`config.mk`:
```
export PLATFORM = sky130hd
export DESIGN_NAME = fifo_pair_reader
export DESIGN_NICKNAME = d
export VERILOG_FILES = /design/src/rtl/fifo_pair_reader.sv
export SDC_FILE = /design/constraint.sdc
export NUM_CORES = 1
export LEC_CHECK = 0
export CORE_ASPECT_RATIO = 0.8
export CORE_MARGIN = 2
export CORE_UTILIZATION = 49
export DETAILED_ROUTE_END_ITERATION = 7
export PLACE_DENSITY_LB_ADDON = 0.12
export SYNTH_ARGS = -nofsm -noshare
export SYNTH_HDL_FRONTEND = slang
export SYNTH_SLANG_ARGS = --single-unit
export TNS_END_PERCENT = 100
```
`constraint.sdc`:
```
create_clock -name clk -period 2.9 [get_ports clk]
set_input_delay 0.435 -clock clk [delete_from_list [all_inputs] [get_ports clk]]
set_output_delay 0.435 -clock clk [all_outputs]
set_load 0.005 [all_outputs]
```
`src/rtl/fifo_pair_reader.sv`:
```
// Read-side client of the operand FIFO: pops A/B word pairs and hands them to the MAC over valid/ready.
// Optional FP16_ZERO_SKIP_EN drops any pair with a +/-0 operand instead of presenting it.
module fifo_pair_reader #(
  parameter int DATA_WIDTH = 16,
  parameter int LEN_WIDTH  = 10
) (
  input  logic                  clk,
  input  logic                  rst_n,
  input  logic                  start,
  input  logic [LEN_WIDTH-1:0]  vec_len,
  output logic                  busy,
  output logic                  done,
  input  logic                  fifo_empty,
  output logic                  fifo_r_en,
  input  logic [DATA_WIDTH-1:0] fifo_data,
  output logic                  out_valid,
  input  logic                  out_ready,
  output logic [DATA_WIDTH-1:0] out_a,
  output logic [DATA_WIDTH-1:0] out_b,
  output logic                  out_last
);

  typedef enum logic [2:0] {
    IDLE    = 3'd0,
    FETCH_A = 3'd1,
    LAT_A   = 3'd2,
    FETCH_B = 3'd3,
    LAT_B   = 3'd4,
    PRESENT = 3'd5,
    DONE    = 3'd6
  } state_t;

  state_t               state;
  logic [LEN_WIDTH-1:0] len_q;
  logic [LEN_WIDTH-1:0] cnt_q;
  logic                 last_pair;
  logic                 fetching;

  // len_q is never zero while a vector is in flight, so len_q-1 cannot underflow.
  assign last_pair = (cnt_q == (len_q - LEN_WIDTH'(1)));
  assign fetching  = (state == FETCH_A) || (state == FETCH_B);

  // All outputs decode directly from registered state, so reset clears them asynchronously.
  assign busy      = (state != IDLE);
  assign done      = (state == DONE);
  assign out_valid = (state == PRESENT);
  assign out_last  = out_valid && last_pair;
  assign fifo_r_en = fetching && !fifo_empty;

`ifdef FP16_ZERO_SKIP_EN
  logic zero_pair;
  assign zero_pair = (out_a[DATA_WIDTH-2:0] == '0) || (fifo_data[DATA_WIDTH-2:0] == '0);
`endif

  always_ff @(posedge clk or negedge rst_n) begin
    if (!rst_n) begin
      state <= IDLE;
      out_a <= '0;
      out_b <= '0;
      len_q <= '0;
      cnt_q <= '0;
    end else begin
      case (state)
        IDLE: begin
          if (start) begin
            if (vec_len != '0) begin
              len_q <= vec_len;
              cnt_q <= '0;
              state <= FETCH_A;
            end else begin
              state <= DONE;
            end
          end
        end
        FETCH_A: begin
          if (!fifo_empty) state <= LAT_A;
        end
        LAT_A: begin
          out_a <= fifo_data;
          state <= FETCH_B;
        end
        FETCH_B: begin
          if (!fifo_empty) state <= LAT_B;
        end
        LAT_B: begin
          out_b <= fifo_data;
`ifdef FP16_ZERO_SKIP_EN
          if (zero_pair) begin
            cnt_q <= cnt_q + LEN_WIDTH'(1);
            state <= last_pair ? DONE : FETCH_A;
          end else begin
            state <= PRESENT;
          end
`else
          state <= PRESENT;
`endif
        end
        PRESENT: begin
          // Pair and last flag stay frozen until the MAC takes them.
          if (out_ready) begin
            cnt_q <= cnt_q + LEN_WIDTH'(1);
            state <= last_pair ? DONE : FETCH_A;
          end
        end
        DONE: begin
          state <= IDLE;
        end
        default: begin
          state <= IDLE;
        end
      endcase
    end
  end

endmodule

```
==> flow_metrics.env <==
export IMPL_status="completed"
export IMPL_cts_hold_buffers_added=0
export IMPL_start_kind="flop"
export IMPL_synth_edf_count=0
export IMPL_fin_nets=339
export IMPL_grt_max_degree=40
export IMPL_cts_sinks=55
export IMPL_use_met1=0.3156
export IMPL_dp_cells=364
export IMPL_r2r_end="state[0]"
export IMPL_drc=0
export IMPL_drt_iter0_drc=103
export IMPL_p_leak_nw=1.474
export IMPL_cp_arrival_ns=2.35
export IMPL_slowest_stage="or4_4"
export IMPL_synthFlopType="dfrtp_1"
export IMPL_yosys_warnings=0
export IMPL_crit_family="simple AND/OR/NAND/NOR gates"
export IMPL_max_freq_mhz=359.3
export IMPL_portBuffers=67
export IMPL_yosysSeqAreaShare=0.5152
export IMPL_vias_per_cell=5.599
export IMPL_synthArstFlopShare=1.000
export IMPL_crit_type="flop to output pin"
export IMPL_met3_usage=0.04965
export IMPL_r2r_start="len_q[0]"
export IMPL_post_route_period_util=0.9598
export IMPL_cts_buffers=5
export IMPL_rsz0062_at_grt="false"
export IMPL_die_area_sq_um=6062
export IMPL_die_w_um=86.55
export IMPL_start_util=0.4998
export IMPL_powerDensity_nw_per_um2=955.3
export IMPL_ant_nets=0
export IMPL_synth_seq_cells=55
export IMPL_postSynthAreaPerCell_sq_um=11.32
export IMPL_crit_required_ns=2.47
export IMPL_drive_above_1_share=0.2150
export IMPL_gp_congestion=0.8629
export IMPL_overflow=0
export IMPL_drt_pass1_iter_count=4
export IMPL_crit_path_end_kind="output pin"
export IMPL_syn2layout_area_growth_pct=33.16
export IMPL_crit_end="out_last"
export IMPL_worstPathMaxFanout=6
export IMPL_path_buf_inv=2
export IMPL_io_pins=68
export IMPL_clockBufferDepth=2
export IMPL_crit_path_start="len_q[0]"
export IMPL_grt_pass1_vias=2049
export IMPL_r2r_slack_ns=0.67
export IMPL_tightest_slew_ns=0.9111
export IMPL_antenna_found_initial=0
export IMPL_finalPower_mw=3.398
export IMPL_ys_types=46
export IMPL_synthesis_area_sq_um=2671
export IMPL_clk_pin_slew_ns=0.10
export IMPL_cts_root_buf="clkbuf_8"
export IMPL_grt_pass1_wl_um=10090
export IMPL_fin_util=0.6655
export IMPL_clk_latency_ns=0.32
export IMPL_worstPathCellList="buf_4 -> nor2_1 -> a2111o_1 -> nand3_1 -> or4_4 -> nor4_2 -> buf_2"
export IMPL_slew_violations=0
export IMPL_maxCapViolations=0
export IMPL_reg2reg_depth=7
export IMPL_core_area_sq_um=5345
export IMPL_dp_hpwl_um=4422
export IMPL_hold_viol_final=0
export IMPL_grt_busiest_layer="met2"
export IMPL_wire_per_inst_um=16.42
export IMPL_drt_wl_total_um=6108
export IMPL_met2_usage=0.3179
export IMPL_path_depth=7
export IMPL_setup_ws_ns=0.1166
export IMPL_final_min_clock_period_ns=2.783
export IMPL_hold_class="input port to asynchronous set/reset pin"
export IMPL_vias=2083
export IMPL_pre_cts_ws_ns=-0.1171
export IMPL_rows=24
export IMPL_finClkSkew_ns=0.005514
export IMPL_final_cells=372
export IMPL_cts_tree="yes"
export IMPL_die_y_um=70.04
export IMPL_antenna_cells=0
export IMPL_peakVddDrop_mv=0.5146
export IMPL_track_usage=0.2157
export IMPL_whs_ns=0.02325
export IMPL_relSlewSlack=0.3926
export IMPL_h_tree_depth=2
export IMPL_finalSetupViolCount=0
export IMPL_post_cts_buffers=0
export IMPL_cp_slowest_stage_delay_ns=0.57
export IMPL_synth_fp_nets=269
export IMPL_synthCells=236
registers in the layout, summed over array words and instances (netlist names):
name and flops:
cnt_q 10, len_q 10, out_a 16, out_b 16, state 3
worst min-delay path by stage:
stage	startpoint	end	slack, ns	depth (start not counted)
6_report	rst_n	len_q[8]	0.02	1
5_1_grt	rst_n	out_b[2]	0.05	1
4_1_cts	rst_n	cnt_q[9]	0.03	1
3_5_place_dp	rst_n	cnt_q[9]	0.38	1
3_3_place_gp	rst_n	cnt_q[9]	0.38	1
2_1_floorplan	rst_n	cnt_q[0]	0.14	0
through the flow:
stage / TNS (ns) / area, sq um
2_1_floorplan: 0 / 2671
3_3_place_gp: 0 / 3433
3_5_place_dp: -0.1171 / 3433
4_1_cts: 0 / 3547
5_1_grt: 0 / 3557
6_report: 0 / 3557
layout make-up:
type                       instances  area [sq um]
tap                               65         81.33
multi-input combinational        161          1245
inverter                           8         30.03
clock buffer                       7         96.34
clock inverter                     1         7.507
fill                             430          1788
timing repair buffer              75         720.7
sequential                        55          1376
cells in the mapped netlist, types with 2 or more instances:
cell type,n,share of area
nand4_1,4,0.0094
nor4_1,6,0.014
buf_2,3,0.0056
inv_1,8,0.011
nand2_1,16,0.022
o311ai_0,2,0.0066
ha_1,2,0.0094
clkbuf_1,8,0.011
dfrtp_1,55,0.52
or3_1,4,0.0094
or2_2,2,0.0047
nor2_1,14,0.020
and3_1,4,0.0094
o211ai_1,2,0.0056
nor3_1,4,0.0075
o21ai_0,9,0.017
nand3_1,5,0.0094
xnor2_1,3,0.0098
xor2_1,12,0.039
a21oi_1,7,0.013
mux2_2,38,0.16
nand2b_1,4,0.0094
worst register-to-register path, delay by kind of cell (launching register included):
kind / cells / cell delay (ns)
simple gates: 3 / 0.93
flops: 1 / 0.41
buf+inv: 2 / 0.31
compound gates: 2 / 0.48
cell usage in the layout, fill, tap and decap left out, drive strengths merged, types with 2 or more instances in the layout:
cell type	netlist	final
nor4	7	7
and3	4	4
nand3	5	5
or2	2	2
nor3	5	5
o211ai	2	2
mux2	38	38
nor2	14	14
buf	3	10
xor2	12	12
or3	4	4
clkbuf	9	7
inv	8	8
nand2b	4	4
ha	2	2
nand2	16	16
o311ai	2	2
a21oi	7	7
xnor2	3	3
nand4	4	4
clkdlybuf4s50	0	65
dfrtp	55	55
o21ai	9	9
where the power goes:
part	switching [mW]	total, mW	internal, mW	leakage [nW]
registers	0.268	1.36	1.09	0.679
clock network	0.257	0.475	0.218	0.0505
logic	0.606	1.57	0.960	0.744
total	1.13	3.40	2.27	1.47
logic make-up after synthesis:
kind of cell | count (synthesis) | share of synthesized area
simple gates | 71 | 0.1461
flops | 55 | 0.5152
mux | 38 | 0.1602
compound gates | 35 | 0.08994
buf+inv | 20 | 0.02997
xor+xnor | 15 | 0.04918
fa+ha+maj | 2 | 0.009366
layer usage:
metal	part of all wire	routed length (um)	up-vias
met5	0	0	-
met4	0.013	79	0
met3	0.055	334	7
met2	0.45	2730	63
met1	0.49	2963	1020
li1	-	-	993
what timing repair did:
action,4_1_cts,5_1_grt
endpoints found under the setup margin,1,1
pin swaps,1,3
resized for setup,7,2
(Power assumes the default switching activity.)
